==> config.mk <==
export PLATFORM = sky130hd
export DESIGN_NAME = pipe_hazard_ctrl
export DESIGN_NICKNAME = d
export VERILOG_FILES = /design/src/rtl/pipe_hazard_ctrl.sv
export SDC_FILE = /design/constraint.sdc
export NUM_CORES = 1
export LEC_CHECK = 0
export BUFFER_PORTS_ARGS = -buffer_cell sky130_fd_sc_hd__buf_2
export CORE_ASPECT_RATIO = 2
export CORE_UTILIZATION = 51
export DETAILED_ROUTE_END_ITERATION = 6
export PLACE_DENSITY_LB_ADDON = 0.1
export SLEW_MARGIN = 20
export SYNTH_ARGS = -nofsm -noshare
export SYNTH_HDL_FRONTEND = slang
export SYNTH_SLANG_ARGS = --single-unit
==> constraint.sdc <==
create_clock -name clk -period 2.48 [get_ports clk]
set_clock_uncertainty 0.1 [all_clocks]
set_input_delay 0.248 -clock clk [delete_from_list [all_inputs] [get_ports clk]]
set_output_delay 0.248 -clock clk [all_outputs]
set_load 0.01 [all_outputs]
==> src/rtl/pipe_hazard_ctrl.sv <==
// Hazard/sequencing controller for the 5-stage RV32I pipeline: load-use stalls,
// branch flushes, data-memory wait-state FSM with timeout, forwarding selects and perf counters.
module pipe_hazard_ctrl #(
  parameter int TIMEOUT = 16,
  parameter int CNT_W   = 32
) (
  input  logic             clk,
  input  logic             rst,
  input  logic [4:0]       rs1_D,
  input  logic [4:0]       rs2_D,
  input  logic [4:0]       rs1_E,
  input  logic [4:0]       rs2_E,
  input  logic [4:0]       rd_E,
  input  logic             reg_wr_E,
  input  logic [1:0]       sel_wb_E,
  input  logic             pc_src_E,
  input  logic [4:0]       rd_M,
  input  logic             reg_wr_M,
  input  logic             mem_req_M,
  input  logic             dmem_ready,
  input  logic [4:0]       rd_W,
  input  logic             reg_wr_W,
  output logic             stall_F,
  output logic             stall_D,
  output logic             stall_E,
  output logic             stall_M,
  output logic             flush_D,
  output logic             flush_E,
  output logic             flush_W,
  output logic [1:0]       fwd_a_E,
  output logic [1:0]       fwd_b_E,
  output logic             mem_err,
  output logic [CNT_W-1:0] stall_cnt,
  output logic [CNT_W-1:0] flush_cnt,
  output logic [1:0]       mem_state_dbg
);

  localparam int WC_W = $clog2(TIMEOUT);
  localparam logic [1:0] M_IDLE = 2'd0;
  localparam logic [1:0] M_WAIT = 2'd1;
  localparam logic [1:0] M_ERR  = 2'd2;
  localparam logic [WC_W-1:0] WC_LAST = WC_W'(TIMEOUT - 1);

  logic [1:0]       state_q, state_d;
  logic [WC_W-1:0]  wait_cnt_q, wait_cnt_d;
  logic             err_q, err_d;
  logic [CNT_W-1:0] stall_cnt_q, stall_cnt_d;
  logic [CNT_W-1:0] flush_cnt_q, flush_cnt_d;
  logic             mem_stall, lu, act_lu, act_br;

  always_comb begin
    state_d    = state_q;
    wait_cnt_d = wait_cnt_q;
    err_d      = err_q;
    case (state_q)
      M_IDLE: begin
        if (mem_req_M && !dmem_ready) begin
          state_d    = M_WAIT;
          wait_cnt_d = '0;
        end
      end
      M_WAIT: begin
        if (dmem_ready) begin
          state_d = M_IDLE;
        end else if (wait_cnt_q == WC_LAST) begin
          state_d = M_ERR;
          err_d   = 1'b1;
        end else begin
          wait_cnt_d = wait_cnt_q + 1'b1;
        end
      end
      M_ERR:   state_d = M_ERR;
      default: state_d = M_IDLE;
    endcase
  end

  assign mem_stall = ((state_q == M_IDLE) && mem_req_M && !dmem_ready) ||
                     ((state_q == M_WAIT) && !dmem_ready) ||
                     (state_q == M_ERR);

  assign lu = reg_wr_E && (sel_wb_E == 2'b01) && (rd_E != 5'd0) &&
              ((rd_E == rs1_D) || (rd_E == rs2_D));

  // A taken branch makes the D instruction wrong-path, so it wins over load-use;
  // a memory stall freezes E, so both wait for the first non-stalled cycle.
  assign act_br = pc_src_E && !mem_stall;
  assign act_lu = lu && !pc_src_E && !mem_stall;

  assign stall_F = rst && (mem_stall || act_lu);
  assign stall_D = rst && (mem_stall || act_lu);
  assign stall_E = rst && mem_stall;
  assign stall_M = rst && mem_stall;
  assign flush_D = rst && act_br;
  assign flush_E = rst && (act_br || act_lu);
  assign flush_W = rst && mem_stall;

  function automatic logic [1:0] fwd_sel(input logic [4:0] rs);
    if (reg_wr_M && (rd_M != 5'd0) && (rd_M == rs))      return 2'b10;
    else if (reg_wr_W && (rd_W != 5'd0) && (rd_W == rs)) return 2'b01;
    else                                                 return 2'b00;
  endfunction

  assign fwd_a_E = rst ? fwd_sel(rs1_E) : 2'b00;
  assign fwd_b_E = rst ? fwd_sel(rs2_E) : 2'b00;

  always_comb begin
    stall_cnt_d = stall_cnt_q;
    flush_cnt_d = flush_cnt_q;
    if (stall_F && (stall_cnt_q != '1)) stall_cnt_d = stall_cnt_q + 1'b1;
    if (flush_D && (flush_cnt_q != '1)) flush_cnt_d = flush_cnt_q + 1'b1;
  end

  always_ff @(posedge clk or negedge rst) begin
    if (!rst) begin
      state_q     <= M_IDLE;
      wait_cnt_q  <= '0;
      err_q       <= 1'b0;
      stall_cnt_q <= '0;
      flush_cnt_q <= '0;
    end else begin
      state_q     <= state_d;
      wait_cnt_q  <= wait_cnt_d;
      err_q       <= err_d;
      stall_cnt_q <= stall_cnt_d;
      flush_cnt_q <= flush_cnt_d;
    end
  end

  assign mem_err       = err_q;
  assign stall_cnt     = stall_cnt_q;
  assign flush_cnt     = flush_cnt_q;
  assign mem_state_dbg = state_q;

endmodule

==> results of run 1 <==
-- final cells by class --
class | count | area (sq um) | share of cell area, %
repair buffers | 130 | 676 | 13.9
inverters | 7 | 26.3 | 0.542
clock inverters | 3 | 42.5 | 0.878
well taps | 92 | 115 | 2.38
flip-flops and latches | 71 | 1780 | 36.7
multi-input cells | 281 | 1950 | 40.3
clock buffers | 12 | 256 | 5.29
-- kinds of logic (layout without fill, tap and decap cells) --
| kind of cell | count (synthesis) | after routing | synth area share (%) |
|---|---|---|---|
| muxes | 3 | 3 | 0.952 |
| adders and majority gates | 3 | 3 | 0.985 |
| AOI/OAI and AO/OA | 25 | 25 | 4.89 |
| and+or+nand+nor | 160 | 160 | 23.7 |
| xor gates and xnor gates | 90 | 90 | 20.7 |
| DFF | 71 | 71 | 46.6 |
| buffers and inverters | 16 | 152 | 2.17 |
-- per-stage QoR --
step	setup WS [ps]	area (sq um)	hold slack, ps
2_1_floorplan	389	3810	-148
3_3_place_gp	251	4540	228
3_5_place_dp	193	4540	226
4_1_cts	173	4840	193
5_1_grt	40.7	4840	207
6_report	181	4840	213
-- per-layer routing --
| layer | vias up | part of all wire [%] | wire length [microns] |
|---|---|---|---|
| met4 | 0 | 2.0 | 174 |
| met3 | 11 | 4.4 | 390 |
| li1 | 1553 | - | - |
| met2 | 100 | 57 | 5100 |
| met5 | - | 0 | 0 |
| met1 | 1529 | 37 | 3260 |
-- registers in the layout (all words and copies together), names as in the netlist --
register and cells:
flush_cnt 32, mem_err 1, mem_state_dbg 2, stall_cnt 32, wait_cnt_q 4
-- path summary, 6_finish.rpt --
check | end | slack (ps) | start
worst min-delay path | wait_cnt_q[2] | 210 | mem_req_M
worst max-delay path | stall_cnt[27] | 180 | stall_cnt[0]
min in group asynchronous | wait_cnt_q[2] | 410 | rst
worst max register to register | stall_cnt[27] | 180 | stall_cnt[0]
worst min register to register | mem_err | 370 | mem_err
max in group asynchronous | flush_cnt[18] | 900 | rst
-- power by group --
part           total [mW]  internal (mW)  switching [mW]
Combinational       0.438          0.214           0.224
Clock                1.28          0.826           0.459
Sequential           1.36           1.25           0.118
Total                3.09           2.29           0.801
-- layout by cell type (no fill, tap or decap), types with 2 or more instances in the layout --
cell type	count
sky130_fd_sc_hd__nor3_1	8
sky130_fd_sc_hd__o21ai_0	4
sky130_fd_sc_hd__and2_1	5
sky130_fd_sc_hd__xnor2_1	44
sky130_fd_sc_hd__or4_1	5
sky130_fd_sc_hd__clkbuf_8	2
sky130_fd_sc_hd__nand2b_1	2
sky130_fd_sc_hd__or2_2	2
sky130_fd_sc_hd__nand3_2	2
sky130_fd_sc_hd__nand3_1	22
sky130_fd_sc_hd__and4_1	5
sky130_fd_sc_hd__inv_1	7
sky130_fd_sc_hd__a21oi_1	4
sky130_fd_sc_hd__and3_1	17
sky130_fd_sc_hd__dfrtp_1	71
sky130_fd_sc_hd__xor2_1	46
sky130_fd_sc_hd__nand4_1	18
sky130_fd_sc_hd__a31oi_1	2
sky130_fd_sc_hd__o211a_1	2
sky130_fd_sc_hd__nor4_1	6
sky130_fd_sc_hd__clkbuf_16	9
sky130_fd_sc_hd__buf_4	8
sky130_fd_sc_hd__o21ai_2	2
sky130_fd_sc_hd__nand2_1	28
sky130_fd_sc_hd__ha_1	3
sky130_fd_sc_hd__o211ai_1	3
sky130_fd_sc_hd__nor2_1	27
sky130_fd_sc_hd__a22o_1	4
sky130_fd_sc_hd__buf_2	121
-- repair_timing --
item | 4_1_cts | 5_1_grt
setup endpoints to repair | 0 | 0
endpoints found under the hold margin | 21 | 0
buffers inserted | 0 | 0
hold buffers | 1 | 0
-- critical path, cell delays in order (launching register included) --
cell	delay (ps)
sky130_fd_sc_hd__dfrtp_1	440
sky130_fd_sc_hd__ha_1	260
sky130_fd_sc_hd__nand4_1	220
sky130_fd_sc_hd__or2_1	330
sky130_fd_sc_hd__o211a_1	410
sky130_fd_sc_hd__and3_1	270
sky130_fd_sc_hd__xor2_1	140
==> results.cfg, run 1 <==
[run_status]
status = complete, no violations

[die]
placementRows = 44
core_region_area_sq_um = 7270
floorplan.initialDensity_pct = 52.4
floorplan.die_area_sq_um = 7840
die_h_microns = 124
io_pins = 123
die_width_microns = 63.1

[critical_path]
cp_max_fo = 15
cp_data_required_time_ps = 2590
crit_arrival_ps = 2400
timing.setup.critical_path_class = register to register
r2r.worst_path.cells = 6
crit_path_end_kind = register
timing.critical_path.from_type = register

[yosys]
post_synth_instance_area_sq_um = 3810
synthArstFlopShare_pct = 100
postSynthCellCount = 368
syn_area_per_cell_sq_um = 10.4
synthesis.nets = 416
yosys.area.top_type_share_pct = 46.6
yosys_most_used_dff = sky130_fd_sc_hd__dfrtp_1
synth_top_cells_by_area = sky130_fd_sc_hd__dfrtp_1, sky130_fd_sc_hd__xor2_1, sky130_fd_sc_hd__xnor2_1
ys_seq_area_share_pct = 46.6
synth.distinct_cells = 48
yosys.cell_count.top_type = sky130_fd_sc_hd__dfrtp_1
netlist_top_cells_count = sky130_fd_sc_hd__dfrtp_1, sky130_fd_sc_hd__xor2_1, sky130_fd_sc_hd__xnor2_1
synthesized_flop_and_latch_total = 71
synthesis.yosys.warnings = 0
synth_enable_flop_cells = 0
synth_top_area_cell = sky130_fd_sc_hd__dfrtp_1

[sta]
timing.final.crit_period_ps = 2300
period_share_pct = 92.7
max_clock_freq_mhz = 435
final-hold-violation-count = 0
setup_tns_ps = 0
worstMarginPinSlew_ps = 643
rsz0062_at_grt = no
setup-violations-final = 0
slew_viol_final = 0
worst_slew_margin_rel_pct = 57.2

[finish]
synthToLayoutAreaGrowth_pct = 27.1
nets = 548
insertedDiodeCount = 0
post_route_cells_drive_above_1_share_pct = 31.7
final_standard_cell_utilization_of_the_core_pct = 66.7
final-instance-count-excl-fill = 596
fillers = 629

[clock_tree]
clk_transition_reported_paths_ps = 60
clock_latency_ps = 330
master_cell_of_the_clock_root_buffer = sky130_fd_sc_hd__clkbuf_16
cts_made_buffers = 9
cts.sinks = 71
cts_max_path_buffers = 2
cts-htree-levels = 3
post_cts_resized = 0
cts_tree = built

[global_routing]
gr-usage-met2_pct = 46.4
number_of_global_route_vias_before_repair = 3182
grt_usage_pct = 24.9
grtUsageMet3_pct = 5.13
globalRouteOverflowTotal = 0
grt_busiest_layer = met2
met1_usage_grt_pct = 26.1
antenna_found_initial = 0
grt_start_max_net_pins = 51
grt_pass1_wl_microns = 15100

[routing]
ant_nets = 0
dr.pass1.iters = 4
drt_iter0_markers = 200
vias = 3193
route.detailed.drc = 0
route.final.wire_length_microns = 8920
drt-wirelength-per-cell_microns = 15.0
vias_per_cell = 5.36

[min_path]
hold-path-cell-count = 4
hold_path.class = input pin to register

[place]
io_buffers = 122
detailedPlacementHpwl_microns = 6940
gp_routability_congestion = 0.850
place_inst = 580

[power_and_ir_drop]
power.total_mw = 3.09
p_per_area_nw_per_um2 = 637
power.leakage_nw = 2.53
vdd_drop_max_v = 0.000426

[job]
max_cap_violations = 0
(Power assumes the default switching activity.)
==> inputs of run 2 (changes only) <==
==> constraint.sdc (replaced) <==
create_clock -name clk -period 2.48 [get_ports clk]
set_clock_uncertainty 0.1 [all_clocks]
set_input_delay 0.372 -clock clk [delete_from_list [all_inputs] [get_ports clk]]
set_output_delay 0.372 -clock clk [all_outputs]
set_load 0.01 [all_outputs]
==> run 2 against run 1 <==
Effect of this change: hold slack got worse by 140 ps; global-route usage up 0.062 points; combinational power hardly changed; maximum frequency is 1.6% higher; clock-buffer cell count decreased by 3; clock power barely moved; core utilization is 0.29 points higher; final cell count up 0.67%; power fell by 0.28%; cell area grew 0.44%; sequential share of layout area fell by 0.16 points; wire length is essentially flat; critical endpoint is now stall_M; largest cell class unchanged.
==> results.cfg, run 2 (synthesized netlist as in run 1, its figures left out) <==
[routing]
route.detailed.drc = 0
route.final.wire_length_microns = 8920
ant_nets = 0
vias = 3226
drt_iter0_markers = 143
dr.pass1.iters = 4
vias_per_cell = 5.38
drt-wirelength-per-cell_microns = 14.9

[critical_path]
setup.worst_path.start = rst
timing.setup.critical_path_class = input pin to output pin
crit_arrival_ps = 1790
setup_slack_on_the_worst_flop_to_flop_path_ps = 280
cp_data_required_time_ps = 2010
worst_r2r_endpoint = flush_cnt[12]
critical_path.reg2reg.startpoint = mem_state_dbg[0]
r2r.worst_path.cells = 6
timing.critical_path.from_type = input pin
cp_max_fo = 31
crit_path_end_kind = output pin
crit_end = stall_M

[clock_tree]
cts_made_buffers = 9
cts_tree = built
cts_max_path_buffers = 2
master_cell_of_the_clock_root_buffer = sky130_fd_sc_hd__clkbuf_16
holdBufCountCts = 1
clock_latency_ps = 330
cts.sinks = 71
cts-htree-levels = 3
post_cts_resized = 0
post_cts.repair.setup_buffers = 0
clk_transition_reported_paths_ps = 60

[sta]
setup-violations-final = 0
slew_viol_final = 0
final-hold-violation-count = 0
period_share_pct = 91.2
timing.final.ws_setup_ps = 218
timing.final.crit_period_ps = 2260
worst_slew_margin_rel_pct = 59.4
setup_tns_ps = 0
rsz0062_at_grt = no
worstMarginPinSlew_ps = 608
max_clock_freq_mhz = 442

[place]
io_buffers = 122
detailedPlacementHpwl_microns = 6990
preCtsSetupSlack_ps = 89.7
gp_routability_congestion = 0.857

[die]
core_region_area_sq_um = 7270
io_pins = 123
placementRows = 44
die_h_microns = 124
floorplan.die_area_sq_um = 7840
floorplan.initialDensity_pct = 52.4
die_width_microns = 63.1

[global_routing]
met1_usage_grt_pct = 25.6
grtUsageMet3_pct = 4.49
grt_pass1_wl_microns = 15300
globalRouteOverflowTotal = 0
grt_start_max_net_pins = 49
gr-usage-met2_pct = 47.5
grt_usage_pct = 25.0
grt_busiest_layer = met2
antenna_found_initial = 0
number_of_global_route_vias_before_repair = 3321

[min_path]
hold_path.class = input pin to asynchronous set/reset pin

[power_and_ir_drop]
vdd_drop_max_v = 0.000406
p_per_area_nw_per_um2 = 633
power.leakage_nw = 2.54

[job]
max_cap_violations = 0

[finish]
nets = 551
commonest_cells_after_routing_fill_and_taps_aside = sky130_fd_sc_hd__buf_2, sky130_fd_sc_hd__dfrtp_1, sky130_fd_sc_hd__xor2_1, sky130_fd_sc_hd__xnor2_1, sky130_fd_sc_hd__nand2_1
post_route_cells_drive_above_1_share_pct = 32.5
fillers = 625
insertedDiodeCount = 0
synthToLayoutAreaGrowth_pct = 27.7
layout.cells.most_common = sky130_fd_sc_hd__buf_2

[run_status]
status = complete, no violations
-- run 2: stage by stage --
step / std cells / power [mW] / utilization (%) / hold WS (ps) / cell area, sq um
6_report: 600 / 3.08 / 67.0 / 70.1 / 4870
3_5_place_dp: 583 / 1.83 / 62.7 / 339 / 4560
3_3_place_gp: 583 / 1.81 / 62.7 / 343 / 4560
2_1_floorplan: 368 / 1.61 / - / -23.6 / 3810
4_1_cts: 600 / 3.11 / 67.0 / 101 / 4870
5_1_grt: 600 / 3.21 / 67.0 / 130 / 4870
-- run 2: worst min path at each step --
| stage | end | depth (start not counted) |
|---|---|---|
| after global routing | flush_cnt[0] | 2 |
| after CTS | mem_err | 2 |
| after global placement | mem_state_dbg[1] | 2 |
| after detailed placement | mem_state_dbg[1] | 2 |
| final | mem_err | 2 |
| after floorplan | flush_cnt[0] | 0 |
-- run 2: where the power goes --
group	internal [mW]	leakage [nW]	switching [mW]	total (mW)
combinational	0.215	1.44	0.222	0.437
clock	0.779	0.142	0.495	1.27
sequential	1.25	0.952	0.123	1.37
-- run 2: layout make-up --
class                           instances  area [sq um]  share of cell area, %
Tap cell                               92           115                   2.37
Clock buffer                            9           225                   4.63
Multi-Input combinational cell        281          1950                   40.1
Sequential cell                        71          1780                   36.5
Clock inverter                          7          72.6                   1.49
Timing Repair Buffer                  133           698                   14.3
Inverter                                7          26.3                  0.540
-- run 2: critical path: stages --
cell                            delay, ps
sky130_fd_sc_hd__buf_4                110
sky130_fd_sc_hd__dlygate4sd3_1        560
sky130_fd_sc_hd__buf_4                340
sky130_fd_sc_hd__nor2b_1              240
sky130_fd_sc_hd__buf_2                160
-- run 2: layer usage --
layer  vias up  wire length (microns)
met5         -                      0
met3        18                    352
met1      1552                   3240
met2        97                   5140
met4         0                    193
li1       1559                      -
==> inputs of run 3 (changes only) <==
Settings changed: PLACE_DENSITY from default to 0.79, PLACE_DENSITY_LB_ADDON 0.1 to default.
==> run 3 against run 2 <==
Effect of this change: flip-flop and latch count unchanged; sequential share of layout area shrank 0.51 points; final cell count up 0.17%; clock power increased by 17%; power grew 9.3%; first-iteration DRC count is 36% higher; wire length grew 3.2%; global-route usage decreased by 0.32 points; maximum frequency shrank 1.6%; die area unchanged; register-to-register slack got worse by 20 ps; critical endpoint is now fwd_b_E[0]; largest cell class unchanged; largest power group is now clock.
==> results.cfg, run 3 (synthesized netlist as in run 1, its figures left out) <==
[global_routing]
grt_pass1_wl_microns = 15000
antenna_found_initial = 0
grt_busiest_layer = met2
gr-usage-met2_pct = 47.7
grt_usage_pct = 24.6
grt_start_max_net_pins = 54
met1_usage_grt_pct = 24.7
number_of_global_route_vias_before_repair = 3347
grtUsageMet3_pct = 4.03
globalRouteOverflowTotal = 0

[clock_tree]
post_cts.repair.setup_buffers = 0
cts-htree-levels = 3
cts.sinks = 71
clock_latency_ps = 330
cts_made_buffers = 9
master_cell_of_the_clock_root_buffer = sky130_fd_sc_hd__clkbuf_16
clk_transition_reported_paths_ps = 50
cts_tree = built
cts_max_path_buffers = 2

[critical_path]
critical_path.reg2reg.startpoint = mem_state_dbg[0]
timing.setup.critical_path_class = input pin to output pin
r2r.worst_path.cells = 7
worst_r2r_endpoint = flush_cnt[30]
crit_arrival_ps = 1830
cp_data_required_time_ps = 2010
crit_path_end_kind = output pin
cp_max_fo = 3
timing.critical_path.from_type = input pin
setup_slack_on_the_worst_flop_to_flop_path_ps = 260

[finish]
postLayoutCellArea_sq_um = 4930
post_route_cells_drive_above_1_share_pct = 32.4
nets = 553
commonest_cells_after_routing_fill_and_taps_aside = sky130_fd_sc_hd__buf_2, sky130_fd_sc_hd__dfrtp_1, sky130_fd_sc_hd__xor2_1, sky130_fd_sc_hd__xnor2_1, sky130_fd_sc_hd__nand2_1
synthToLayoutAreaGrowth_pct = 29.5
insertedDiodeCount = 0
layout.cells.most_common = sky130_fd_sc_hd__buf_2

[routing]
vias_per_cell = 5.49
drt_iter0_markers = 195
route.final.wire_length_microns = 9200
route.detailed.drc = 0
drt-wirelength-per-cell_microns = 15.3
vias = 3301
dr.pass1.iters = 4
ant_nets = 0

[die]
die_width_microns = 63.1
die_h_microns = 124
io_pins = 123
placementRows = 44
floorplan.die_area_sq_um = 7840
floorplan.initialDensity_pct = 52.4
core_region_area_sq_um = 7270

[sta]
max_clock_freq_mhz = 435
timing.final.ws_setup_ps = 180
setup_tns_ps = 0
slew_viol_final = 0
worst_slew_margin_rel_pct = 55.5
setup-violations-final = 0
rsz0062_at_grt = no
worstMarginPinSlew_ps = 667
final-hold-violation-count = 0
timing.final.crit_period_ps = 2300
period_share_pct = 92.7

[min_path]
hold-path-cell-count = 4
endpoint_of_the_worst_hold_timing_path = mem_state_dbg[1]
hold_path.class = input pin to register
timing.hold.worst.start = dmem_ready

[power_and_ir_drop]
vdd_drop_max_v = 0.000422
power.leakage_nw = 2.57
p_per_area_nw_per_um2 = 682

[place]
preCtsSetupSlack_ps = 207
gp_routability_congestion = 0.883
post_dp_cell_area_sq_um = 4570
detailedPlacementHpwl_microns = 6990
io_buffers = 122

[run_status]
status = complete, no violations

[job]
max_cap_violations = 0
==> run 3: cell types whose count changed in the layout (fill, tap and decap cells not counted) <==
cell / delta
sky130_fd_sc_hd__nor2_2: +1
sky130_fd_sc_hd__dlygate4sd3_1: +1
sky130_fd_sc_hd__inv_6: -1
sky130_fd_sc_hd__clkinv_2: -2
sky130_fd_sc_hd__clkinvlp_4: -2
sky130_fd_sc_hd__buf_4: +1
sky130_fd_sc_hd__clkbuf_8: +2
sky130_fd_sc_hd__clkinv_4: -1
sky130_fd_sc_hd__nor2_1: -1
sky130_fd_sc_hd__clkbuf_1: +1
sky130_fd_sc_hd__bufinv_16: +2
==> run 3: timing repair <==
item | 4_1_cts | 5_1_grt
hold buffers | 2 | 0
endpoints found under the setup margin | 0 | 2
gates resized for setup | 0 | 1
hold endpoints to repair | 13 | 0
==> run 3: routing by layer <==
layer  vias up  share of wire (%)
met4         0                2.3
li1       1564                  -
met1      1591                 36
met2       126                 58
met3        20                3.9
met5         -                  0
==> run 3: final cells by class <==
| type | instances | area, sq um |
|---|---|---|
| sequential | 71 | 1780 |
| timing repair buffer | 135 | 716 |
| clock inverter | 3 | 90.1 |
| tap | 92 | 115 |
| clock buffer | 12 | 256 |
| multi-input combinational | 281 | 1950 |
| fill | 613 | 2330 |
| inverter | 7 | 26.3 |
==> run 3: through the flow <==
stage | power (mW) | hold WS [ps] | cells | util, %
finish | 3.36 | 322 | 601 | 67.9
global route | 3.49 | 346 | 601 | 67.9
CTS | 3.39 | 335 | 601 | 67.9
detailed placement | 1.89 | 150 | 584 | 62.8
global placement | 1.88 | 147 | 584 | 62.8
floorplan | 1.61 | -23.6 | 368 | -
==> run 3: worst max path at each step <==
stage                startpoint       endpoint  slack [ps]  cells after the start
2_1_floorplan     flush_cnt[24]   flush_cnt[1]         390                      6
3_3_place_gp            rd_M[1]     fwd_a_E[0]         230                      6
3_5_place_dp            rd_M[1]     fwd_b_E[0]         210                      6
4_1_cts        mem_state_dbg[1]        stall_F         100                      7
5_1_grt        mem_state_dbg[0]  flush_cnt[30]          70                      7
6_report                rd_M[1]     fwd_b_E[0]         180                      6
==> run 3: worst max-delay path: stages <==
cell and delay [ps]:
sky130_fd_sc_hd__buf_2 120, sky130_fd_sc_hd__or4_1 510, sky130_fd_sc_hd__o21ai_0 230, sky130_fd_sc_hd__nor4_1 110
sky130_fd_sc_hd__nor4_1 300, sky130_fd_sc_hd__buf_2 180
==> run 3: power breakdown <==
group	switching, mW	internal [mW]	total [mW]	leakage [nW]
Combinational	0.279	0.257	0.536	1.45
Sequential	0.0918	1.25	1.34	0.952
Clock	0.459	1.03	1.49	0.169
